File: src/rtl/rom_port_arbiter.sv
// Shares one synchronous ROM RAM between the HPS download writer, the video fetcher and the CPU.
// Define ROM_DL_CHECKSUM_EN to add the dl_sum / dl_count download checksum outputs.
//
// state   | meaning
// IDLE    | arbitrate: buffered write, then video, then CPU (starvation can promote CPU)
// WRITE   | mem_we high for one cycle with the buffered byte
// RD_WAIT | read address on mem_addr, RAM access in progress
// RD_DONE | mem_rdata valid, latched into the granted requester
module rom_port_arbiter #(
  parameter int RESET_HOLD = 1024,
  parameter int STARVE_MAX = 4
) (
  input  logic        clk,
  input  logic        reset_n,
  input  logic        dn_download,
  input  logic        dn_wr,
  input  logic [15:0] dn_addr,
  input  logic [7:0]  dn_data,
  input  logic        cpu_req,
  input  logic [15:0] cpu_addr,
  output logic        cpu_ack,
  output logic [7:0]  cpu_data,
  input  logic        vid_req,
  input  logic [15:0] vid_addr,
  output logic        vid_ack,
  output logic [7:0]  vid_data,
  output logic [15:0] mem_addr,
  output logic [7:0]  mem_wdata,
  output logic        mem_we,
  input  logic [7:0]  mem_rdata,
  output logic        core_rst,
  output logic        dl_ovf
`ifdef ROM_DL_CHECKSUM_EN
  ,
  output logic [7:0]  dl_sum,
  output logic [15:0] dl_count
`endif
);

  localparam int HOLD_W = $clog2(RESET_HOLD + 1);
  localparam int STV_W  = $clog2(STARVE_MAX + 1);

  typedef enum logic [1:0] {IDLE, WRITE, RD_WAIT, RD_DONE} state_t;

  state_t      state_q, state_d;
  logic        wb_valid_q, wb_valid_d;
  logic [15:0] wb_addr_q, wb_addr_d;
  logic [7:0]  wb_data_q, wb_data_d;
  logic [STV_W-1:0]  starve_q, starve_d;
  logic [HOLD_W-1:0] hold_q, hold_d;
  logic        sel_cpu_q, sel_cpu_d;
  logic [15:0] mem_addr_q, mem_addr_d;
  logic [7:0]  mem_wdata_q, mem_wdata_d;
  logic        mem_we_q, mem_we_d;
  logic        cpu_ack_q, cpu_ack_d;
  logic        vid_ack_q, vid_ack_d;
  logic [7:0]  cpu_data_q, cpu_data_d;
  logic [7:0]  vid_data_q, vid_data_d;
  logic        dl_ovf_q, dl_ovf_d;
  logic        core_rst_q, core_rst_d;
  logic        dn_dl_q;

  logic wb_accept;
  logic dl_rise;
  logic wr_pend;
  logic cpu_wins;

  // The buffer frees up during WRITE, so a byte arriving then is still taken.
  assign wb_accept = dn_wr && (!wb_valid_q || (state_q == WRITE));
  assign dl_rise   = dn_download && !dn_dl_q;
  assign wr_pend   = wb_valid_q || dn_wr;
  assign cpu_wins  = cpu_req && (!vid_req || (starve_q == STV_W'(STARVE_MAX)));

  always_comb begin
    state_d     = state_q;
    sel_cpu_d   = sel_cpu_q;
    starve_d    = starve_q;
    mem_addr_d  = mem_addr_q;
    mem_wdata_d = mem_wdata_q;
    mem_we_d    = 1'b0;
    cpu_ack_d   = 1'b0;
    vid_ack_d   = 1'b0;
    cpu_data_d  = cpu_data_q;
    vid_data_d  = vid_data_q;

    case (state_q)
      IDLE: begin
        if (wr_pend) begin
          state_d     = WRITE;
          mem_we_d    = 1'b1;
          mem_addr_d  = wb_valid_q ? wb_addr_q : dn_addr;
          mem_wdata_d = wb_valid_q ? wb_data_q : dn_data;
        end else if (cpu_wins) begin
          state_d    = RD_WAIT;
          sel_cpu_d  = 1'b1;
          mem_addr_d = cpu_addr;
          starve_d   = '0;
        end else if (vid_req) begin
          state_d    = RD_WAIT;
          sel_cpu_d  = 1'b0;
          mem_addr_d = vid_addr;
          if (cpu_req) starve_d = starve_q + STV_W'(1);
        end
      end
      WRITE:   state_d = IDLE;
      RD_WAIT: state_d = RD_DONE;
      RD_DONE: begin
        state_d = IDLE;
        if (sel_cpu_q) begin
          cpu_ack_d  = 1'b1;
          cpu_data_d = mem_rdata;
        end else begin
          vid_ack_d  = 1'b1;
          vid_data_d = mem_rdata;
        end
      end
      default: state_d = IDLE;
    endcase
  end

  always_comb begin
    wb_valid_d = wb_valid_q;
    wb_addr_d  = wb_addr_q;
    wb_data_d  = wb_data_q;
    if (wb_accept) begin
      wb_valid_d = 1'b1;
      wb_addr_d  = dn_addr;
      wb_data_d  = dn_data;
    end else if (state_q == WRITE) begin
      wb_valid_d = 1'b0;
    end

    dl_ovf_d = (dn_wr && !wb_accept) || (dl_ovf_q && !dl_rise);

    // Reloading on every download cycle makes a re-raise during the hold restart it.
    if (dn_download) begin
      hold_d = HOLD_W'(RESET_HOLD);
    end else if (hold_q != '0) begin
      hold_d = hold_q - HOLD_W'(1);
    end else begin
      hold_d = hold_q;
    end
    core_rst_d = dn_download || (hold_d != '0);
  end

  always_ff @(posedge clk or negedge reset_n) begin
    if (!reset_n) begin
      state_q     <= IDLE;
      wb_valid_q  <= 1'b0;
      wb_addr_q   <= '0;
      wb_data_q   <= '0;
      starve_q    <= '0;
      hold_q      <= HOLD_W'(RESET_HOLD);
      sel_cpu_q   <= 1'b0;
      mem_addr_q  <= '0;
      mem_wdata_q <= '0;
      mem_we_q    <= 1'b0;
      cpu_ack_q   <= 1'b0;
      vid_ack_q   <= 1'b0;
      cpu_data_q  <= '0;
      vid_data_q  <= '0;
      dl_ovf_q    <= 1'b0;
      core_rst_q  <= 1'b1;
      dn_dl_q     <= 1'b0;
    end else begin
      state_q     <= state_d;
      wb_valid_q  <= wb_valid_d;
      wb_addr_q   <= wb_addr_d;
      wb_data_q   <= wb_data_d;
      starve_q    <= starve_d;
      hold_q      <= hold_d;
      sel_cpu_q   <= sel_cpu_d;
      mem_addr_q  <= mem_addr_d;
      mem_wdata_q <= mem_wdata_d;
      mem_we_q    <= mem_we_d;
      cpu_ack_q   <= cpu_ack_d;
      vid_ack_q   <= vid_ack_d;
      cpu_data_q  <= cpu_data_d;
      vid_data_q  <= vid_data_d;
      dl_ovf_q    <= dl_ovf_d;
      core_rst_q  <= core_rst_d;
      dn_dl_q     <= dn_download;
    end
  end

  assign mem_addr  = mem_addr_q;
  assign mem_wdata = mem_wdata_q;
  assign mem_we    = mem_we_q;
  assign cpu_ack   = cpu_ack_q;
  assign vid_ack   = vid_ack_q;
  assign cpu_data  = cpu_data_q;
  assign vid_data  = vid_data_q;
  assign dl_ovf    = dl_ovf_q;
  assign core_rst  = core_rst_q || dn_download;

`ifdef ROM_DL_CHECKSUM_EN
  logic [7:0]  dl_sum_q, dl_sum_d;
  logic [15:0] dl_count_q, dl_count_d;

  always_comb begin
    dl_sum_d   = dl_rise ? 8'h00 : dl_sum_q;
    dl_count_d = dl_rise ? 16'h0000 : dl_count_q;
    if (wb_accept) begin
      dl_sum_d   = dl_sum_d + dn_data;
      dl_count_d = dl_count_d + 16'd1;
    end
  end

  always_ff @(posedge clk or negedge reset_n) begin
    if (!reset_n) begin
      dl_sum_q   <= '0;
      dl_count_q <= '0;
    end else begin
      dl_sum_q   <= dl_sum_d;
      dl_count_q <= dl_count_d;
    end
  end

  assign dl_sum   = dl_sum_q;
  assign dl_count = dl_count_q;
`endif

endmodule

File: config.mk
export PLATFORM = sky130hd
export DESIGN_NAME = rom_port_arbiter
export DESIGN_NICKNAME = d
export VERILOG_FILES = /design/src/rtl/rom_port_arbiter.sv
export SDC_FILE = /design/constraint.sdc
export NUM_CORES = 1
export LEC_CHECK = 0
export ABC_AREA = 1
export CELL_PAD_IN_SITES_DETAIL_PLACEMENT = 0
export CELL_PAD_IN_SITES_GLOBAL_PLACEMENT = 2
export CORE_ASPECT_RATIO = 0.75
export CORE_UTILIZATION = 26
export DETAILED_ROUTE_END_ITERATION = 7
export PLACE_DENSITY_LB_ADDON = 0.1
export RECOVER_POWER = 100
export SYNTH_ARGS = -nofsm -noshare
export SYNTH_HDL_FRONTEND = slang
export SYNTH_SLANG_ARGS = --single-unit
File: constraint.sdc
create_clock -name clk -period 1.3 [get_ports clk]
set_input_delay 0.26 -clock clk [delete_from_list [all_inputs] [get_ports clk]]
set_output_delay 0.26 -clock clk [all_outputs]
set_load 0.05 [all_outputs]
==> qor.yml, run 1 <==
power_and_ir_drop:
  net-switching-power_mw: 7.87
  swShare_pct: 45.0
  clock_power_share_pct: 15.4
  total_power_mw: 17.5
  vdd_drop_max_mv: 1.00
  total_leakage_power_nw: 3.21
  p_int_mw: 9.63
  seqPwrFrac_pct: 28.1
  combinationalPowerShare_pct: 56.6
  power_density_nw_per_um2: 2560
sta:
  slew_violations: 0
  setup_viol_count_final: 74
  timing.slew.headroom_pct: 63.6
  grt_setup_unrepaired: "yes"
  worst-slew-pin-transition_ns: 0.546
  clock_skew_ns: 0.0111
  period_share_pct: 122
  fin_crit_ns: 1.59
  timing.setup.tns_ns: -12.59
  setup_ws_ns: -0.292
  finalHoldViolCount: 0
  clock.fmax_mhz: 628
min_path:
  hold_path_depth: 2
  holdPathEnd: "dn_dl_q$_DFF_PN0_"
  hp-class: "input pin to flop"
  hold_path_startpoint: "dn_download"
drt:
  vias_per_cell: 4.37
  routed_wire_length_per_instance_microns: 15.3
  routed_wl_mm: 13.2
  vias: 3777
  post-route-drc-count: 0
  dr.pass1.iters: 4
  drt_first_iter_violations: 152
  detail-route-antenna-nets: 0
finish:
  multi_input_area_sq_um: 2110
  post_route_cells_drive_above_1_share_pct: 40.4
  n_antenna_cell: 0
  finish.utilization_pct: 42.4
  ff_latch_area_sq_um: 2210
  finalNetCount: 722
  areaGrowthSynthToFinish_pct: 58.3
  fill_cells: 1612
grt:
  global_route.overflow_total: 0
  initial_antenna_violation_count: 0
  grt_max_degree: 42
  grt_pass1_wl_mm: 21.6
  vias_in_the_first_global_route: 3959
  globalRouteTotalUtil_pct: 16.6
worst_setup_path:
  critical_path.startpoint_type: "flop"
  rr_startpoint: "hold_q[0]$_DFF_PN0_"
  destination_of_the_worst_register_to_register_timing_path: "core_rst_q$_DFF_PN1_"
  worstSetupEndpointType: "flop"
  ff2ff_path_depth: 9
  critical_path_class: "flop to flop"
  cp.arrival_ns: 1.85
  crit_fanout: 8
  ff2ff_setup_slack_ns: -0.29
  critical_path_required_ns: 1.56
yosys:
  netlist_area_sq_um: 4320
  syn_avg_cell_area_sq_um: 9.35
  netlist-cell-type-count: 35
  synthCells: 462
  library_cell_with_the_highest_instance_count_after_synthesis: "sky130_fd_sc_hd__nand2_1"
  ys_seq_area_share_pct: 51.1
  synth_commonest_cells: "sky130_fd_sc_hd__nand2_1 (100), sky130_fd_sc_hd__dfrtp_1 (86), sky130_fd_sc_hd__nor2_1 (62)"
  yosys.area.top_type: "sky130_fd_sc_hd__dfrtp_1"
  mappedNetlistNets: 535
  ys_seq_elements: 88
  postSynth.asyncResetShare_pct: 100
  synth_flop_cell: "sky130_fd_sc_hd__dfrtp_1"
  synth-warning-count: 0
  synth-edff-count: 0
  synth_area_leaders: "sky130_fd_sc_hd__dfrtp_1 (50%), sky130_fd_sc_hd__nand2_1 (8.7%), sky130_fd_sc_hd__mux2_4 (7.0%), sky130_fd_sc_hd__nor2_1 (5.4%), sky130_fd_sc_hd__inv_1 (3.6%)"
  netlist.area_leader.share_pct: 49.8
die:
  floorplan.die.height_microns: 114
  fp.dieArea_sq_um: 17100
  start_util_pct: 26.8
  floorplan.die.width_microns: 151
  num_io_pins: 115
  number_of_placement_rows: 40
  core-area_sq_um: 16100
place:
  post-dp-hpwl_mm: 9.42
  port-buffer-count: 114
  finalWeightedCongestion: 0.753
  pre_cts_slack_ns: -0.500
clock_network:
  clock-root-buffer: "sky130_fd_sc_hd__clkbuf_16"
  cts_made_buffers: 9
  tritoncts: "built"
  cts.sinks: 88
  cts_htree_levels: 3
  worst_skew_pair.late_latency_ns: 0.35
  clk_pin_slew_worst_paths_ns: 0.07
  max-clock-path-buffers: 2
status:
  failed_checks: "setup timing"
  status: "finished, violations left"
job:
  max_cap_viol_count: 0
[how the worst max path moves through the flow]
stage | start | endpoint | slack, ns | depth (start not counted)
after floorplan | starve_q[0]$_DFFE_PN0P_ | mem_addr[14]$_DFFE_PN0P_ | -0.11 | 10
after global placement | dn_wr | mem_addr[15]$_DFFE_PN0P_ | -0.49 | 7
after detailed placement | cpu_req | mem_addr[9]$_DFFE_PN0P_ | -0.50 | 8
after CTS | hold_q[0]$_DFF_PN0_ | core_rst_q$_DFF_PN1_ | -0.31 | 9
after global routing | hold_q[0]$_DFF_PN0_ | core_rst_q$_DFF_PN1_ | -0.39 | 9
final | hold_q[0]$_DFF_PN0_ | core_rst_q$_DFF_PN1_ | -0.29 | 9
[registers in the layout, indices dropped and copies added (netlist names)]
name        flops
vid_ack         1
sel_cpu_q       1
dn_dl_q         1
mem_addr       16
wb_data_q       8
mem_wdata       8
dl_ovf          1
starve_q        3
cpu_data        8
wb_valid_q      1
cpu_ack         1
hold_q         11
vid_data        8
core_rst_q      1
mem_we          1
state_q         2
wb_addr_q      16
[cell type report]
class | count | area share, %
Timing Repair Buffer | 194 | 25.8
Multi-Input combinational cell | 308 | 30.9
Tap cell | 210 | 3.84
Inverter | 48 | 2.71
Sequential cell | 88 | 32.3
Clock inverter | 7 | 1.15
Clock buffer | 9 | 3.30
[critical path: stages, from the launching register on]
cell and delay [ns]:
sky130_fd_sc_hd__dfrtp_1 0.39, sky130_fd_sc_hd__inv_2 0.09, sky130_fd_sc_hd__ha_4 0.15, sky130_fd_sc_hd__nand2_4 0.06, sky130_fd_sc_hd__nor2_4 0.19, sky130_fd_sc_hd__nand2_4 0.16, sky130_fd_sc_hd__buf_4 0.17, sky130_fd_sc_hd__buf_6 0.10
sky130_fd_sc_hd__nand3_2 0.07, sky130_fd_sc_hd__nand4_1 0.11
[metrics by stage]
stage | hold WS, ns | std cells | area (sq um)
2_1_floorplan | -0.0356 | 462 | 4330
3_3_place_gp | 0.169 | 835 | 6600
3_5_place_dp | 0.171 | 835 | 6600
4_1_cts | 0.339 | 858 | 7340
5_1_grt | 0.388 | 864 | 6830
6_report | 0.382 | 864 | 6830
[cell usage in the layout, fill, tap and decap left out, types with 13 or more instances in the layout]
master,Yosys,routed
sky130_fd_sc_hd__a21oi_1,14,13
sky130_fd_sc_hd__mux2_4,20,20
sky130_fd_sc_hd__clkbuf_4,0,39
sky130_fd_sc_hd__clkdlybuf4s50_1,0,67
sky130_fd_sc_hd__o21ai_1,21,26
sky130_fd_sc_hd__nand2_2,1,16
sky130_fd_sc_hd__inv_2,6,14
sky130_fd_sc_hd__nor2_1,62,55
sky130_fd_sc_hd__nand2_1,100,76
sky130_fd_sc_hd__buf_6,3,18
sky130_fd_sc_hd__dfrtp_1,86,85
sky130_fd_sc_hd__inv_1,41,31
sky130_fd_sc_hd__nand3_2,0,16
sky130_fd_sc_hd__buf_4,6,51
[what timing repair did]
action,4_1_cts,5_1_grt
pin swaps,38,14
gates cloned,1,0
setup buffers,9,9
hold buffers,1,0
hold endpoints to repair,17,0
endpoints found under the setup margin,74,82
resized for setup,108,23
[power groups by stage]
stage	clock (mW)	combinational (mW)	sequential (mW)
4_1_cts	2.79	11.5	5.28
3_3_place_gp	0	10.7	5.26
6_report	2.69	9.90	4.91
2_1_floorplan	0	3.71	7.04
5_1_grt	2.89	10.7	5.08
3_5_place_dp	0	10.8	5.27
[cell families after synthesis]
kind of cell | count (synthesis) | share of synthesized area [%]
buf+inv | 66 | 7.74
flops | 88 | 51.1
simple gates | 197 | 20.1
mux | 24 | 8.00
xor+xnor | 4 | 0.812
compound gates | 80 | 11.4
fa+ha+maj | 3 | 0.869
[metal layers]
layer	routed length (microns)	track usage [%]
met5	0	0
met1	6440	23.5
met2	6080	25.4
met3	535	3.76
met4	145	4.40
Power figures use the tool's default switching activity.
==> inputs of run 2 (changes only) <==
- SLEW_MARGIN: default -> 20
==> results of run 2 <==
Same layout as run 1: the final DEF is identical, and so are final timing and power.
==> inputs of run 3 (changes only) <==
- TNS_END_PERCENT: default -> 20
==> run 3 against run 2 <==
Against the previous run: the flow still finishes with violations (setup timing); via count is 0.45% lower; non-clock buffer count decreased by 1; clock-buffer cell count unchanged; die area did not move; register-to-register slack worse by 0.02 ns; critical endpoint is now mem_addr[6]$_DFFE_PN0P_; combinational power down 2.0%; wire length is 4.0% lower; first-iteration DRC count grew 35%; setup slack got worse by 0.017 ns; cell count rose by 0.12%; global-route usage is 0.71 points lower.
==> qor.yml, run 3 (same netlist as run 1, synthesis figures left out) <==
die:
  fp.dieArea_sq_um: 17100  # unchanged
  num_io_pins: 115  # unchanged
  number_of_placement_rows: 40  # unchanged
  floorplan.die.height_microns: 114  # unchanged
  core-area_sq_um: 16100  # unchanged
  start_util_pct: 26.8  # unchanged
  floorplan.die.width_microns: 151  # unchanged
worst_setup_path:
  rr_startpoint: "wb_valid_q$_DFFE_PN0P_"
  worstSetupEndpointType: "flop"
  ff2ff_setup_slack_ns: -0.31  # -0.02 ns
  critical_path_required_ns: 1.53  # -0.03 ns
  crit_fanout: 9  # +1
  cp.arrival_ns: 1.84  # about the same
  critical_path_class: "flop to flop"
  destination_of_the_worst_register_to_register_timing_path: "mem_addr[6]$_DFFE_PN0P_"
  ff2ff_path_depth: 7  # -2
  critical_path.startpoint_type: "flop"
grt:
  vias_in_the_first_global_route: 3982  # +0.58%
  grt_pass1_wl_mm: 20.8  # -3.5%
  globalRouteTotalUtil_pct: 15.9  # -0.71 points
  global_route.overflow_total: 0  # unchanged
  initial_antenna_violation_count: 0  # unchanged
  grt_max_degree: 30  # -29%
power_and_ir_drop:
  vdd_drop_max_mv: 0.936  # -6.5%
  power_density_nw_per_um2: 2560  # about the same
  total_leakage_power_nw: 3.18  # -0.93%
drt:
  dr.pass1.iters: 4  # unchanged
  vias: 3760  # -0.45%
  vias_per_cell: 4.35  # -0.57%
  post-route-drc-count: 0  # unchanged
  routed_wl_mm: 12.7  # -4.0%
  drt_first_iter_violations: 205  # +35%
  detail-route-antenna-nets: 0  # unchanged
  routed_wire_length_per_instance_microns: 14.6  # -4.2%
min_path:
  holdPathEnd: "dn_dl_q$_DFF_PN0_"
  hold_path_startpoint: "dn_download"
  hold_path_depth: 2  # unchanged
  hp-class: "input pin to flop"
sta:
  slew_violations: 0  # unchanged
  period_share_pct: 124  # +1.3 points
  setup_ws_ns: -0.309  # -0.0166 ns
  grt_setup_unrepaired: "yes"
  clock.fmax_mhz: 622  # -1.0%
  fin_crit_ns: 1.61  # +0.0166 ns
  worst-slew-pin-transition_ns: 0.592  # +0.0457 ns
  clock_skew_ns: 0.00856  # -0.00258 ns
  finalHoldViolCount: 0  # unchanged
  setup_viol_count_final: 82  # +11%
  timing.slew.headroom_pct: 60.5  # -3.0 points
finish:
  multi_input_area_sq_um: 1990  # -5.8%
  fill_cells: 1630  # +1.1%
  finalNetCount: 723  # +0.14%
  n_antenna_cell: 0  # unchanged
  mostFrequentLayoutCell: "sky130_fd_sc_hd__nand2_1"
  postLayoutCellArea_sq_um: 6730  # -1.6%
  areaGrowthSynthToFinish_pct: 55.8
  ff_latch_area_sq_um: 2200  # about the same
  mostFrequentLayoutCells: "sky130_fd_sc_hd__nand2_1 (88), sky130_fd_sc_hd__dfrtp_1 (86), sky130_fd_sc_hd__clkdlybuf4s50_1 (66), sky130_fd_sc_hd__nor2_1 (50), sky130_fd_sc_hd__buf_4 (49)"
  finish.utilization_pct: 41.7  # -0.68 points
  post_route_cells_drive_above_1_share_pct: 37.6  # -2.8 points
clock_network:
  tritoncts: "built"
  max-clock-path-buffers: 2  # unchanged
  cts.sinks: 88  # unchanged
  worst_skew_pair.late_latency_ns: 0.34  # about the same
  clock-root-buffer: "sky130_fd_sc_hd__clkbuf_16"
  clk_pin_slew_worst_paths_ns: 0.07  # about the same
  cts_htree_levels: 3  # unchanged
  cts_made_buffers: 9  # unchanged
place:
  dpl_cell_area_sq_um: 6590  # -0.15%
  port-buffer-count: 114  # unchanged
  finalWeightedCongestion: 0.733  # -2.6%
  post-dp-hpwl_mm: 9.12  # -3.1%
status:
  failed_checks: "setup timing"
  status: "finished, violations left"
job:
  max_cap_viol_count: 0  # unchanged
[run 3: changes by cell type in the layout (fill, tap and decap cells not counted), sizes merged]
cell,change
buf,-3
clkbuf,+1
clkdlybuf4s50,-1
clkinv,+1
clkinvlp,+2
dlymetal6s2s,+2
inv,-1
[run 3: power breakdown]
part           leakage (nW)  total (mW)  switching, mW  internal [mW]
combinational          1.99        9.70           5.69           4.01
sequential             1.04        4.86          0.813           4.05
clock                 0.144        2.66           1.15           1.51
total                  3.18        17.2           7.65           9.57
[run 3: worst max-delay path: stages, from the launching register on]
cell                             delay (ns)
sky130_fd_sc_hd__dfrtp_1               0.32
sky130_fd_sc_hd__dlymetal6s2s_1        0.28
sky130_fd_sc_hd__nor2_8                0.07
sky130_fd_sc_hd__a31oi_4               0.27
sky130_fd_sc_hd__buf_4                 0.16
sky130_fd_sc_hd__buf_6                 0.12
sky130_fd_sc_hd__o21ai_0               0.08
sky130_fd_sc_hd__o22a_1                0.18
[run 3: repair_timing]
action,4_1_cts,5_1_grt
endpoints found under the hold margin,17,0
gates resized for setup,66,47
pin swaps,23,18
setup buffers,9,5
gates cloned,2,0
hold buffers,1,0
endpoints found under the setup margin,56,82
[run 3: worst max path at each step]
stage	to	from	slack [ns]
detailed placement	mem_addr[5]$_DFFE_PN0P_	vid_req	-0.47
global route	mem_addr[9]$_DFFE_PN0P_	wb_valid_q$_DFFE_PN0P_	-0.38
finish	mem_addr[6]$_DFFE_PN0P_	wb_valid_q$_DFFE_PN0P_	-0.31
CTS	core_rst_q$_DFF_PN1_	hold_q[0]$_DFF_PN0_	-0.28
global placement	mem_addr[13]$_DFFE_PN0P_	vid_req	-0.44
floorplan	mem_addr[14]$_DFFE_PN0P_	starve_q[0]$_DFFE_PN0P_	-0.11
[run 3: layout make-up]
| type | instances | share of cell area, % |
|---|---|---|
| clock buffers | 9 | 3.35 |
| clock inverters | 7 | 1.17 |
| inverters | 48 | 3.00 |
| multi-input cells | 308 | 29.6 |
| flip-flops and latches | 88 | 32.8 |
| well taps | 210 | 3.91 |
| repair buffers | 193 | 25.8 |
| repair inverters | 2 | 0.353 |
[run 3: routing by layer]
layer,routed length [microns],vias up,global-route usage [%]
met5,0,-,0
met4,102,0,4.13
met3,599,10,3.60
met2,5810,77,24.3
met1,6150,1788,22.6
li1,-,1885,-
[run 3: stage by stage]
stage	hold WS (ns)	setup slack, ns	TNS [ns]	instances	power (mW)
4_1_cts	0.296	-0.281	-6.23	860	19.3
3_5_place_dp	0.191	-0.475	-20.29	832	16.0
5_1_grt	0.386	-0.377	-19.99	865	18.5
2_1_floorplan	-0.0356	-0.109	-1.48	462	10.7
3_3_place_gp	0.190	-0.443	-19.57	832	15.9
6_report	0.381	-0.309	-13.42	865	17.2
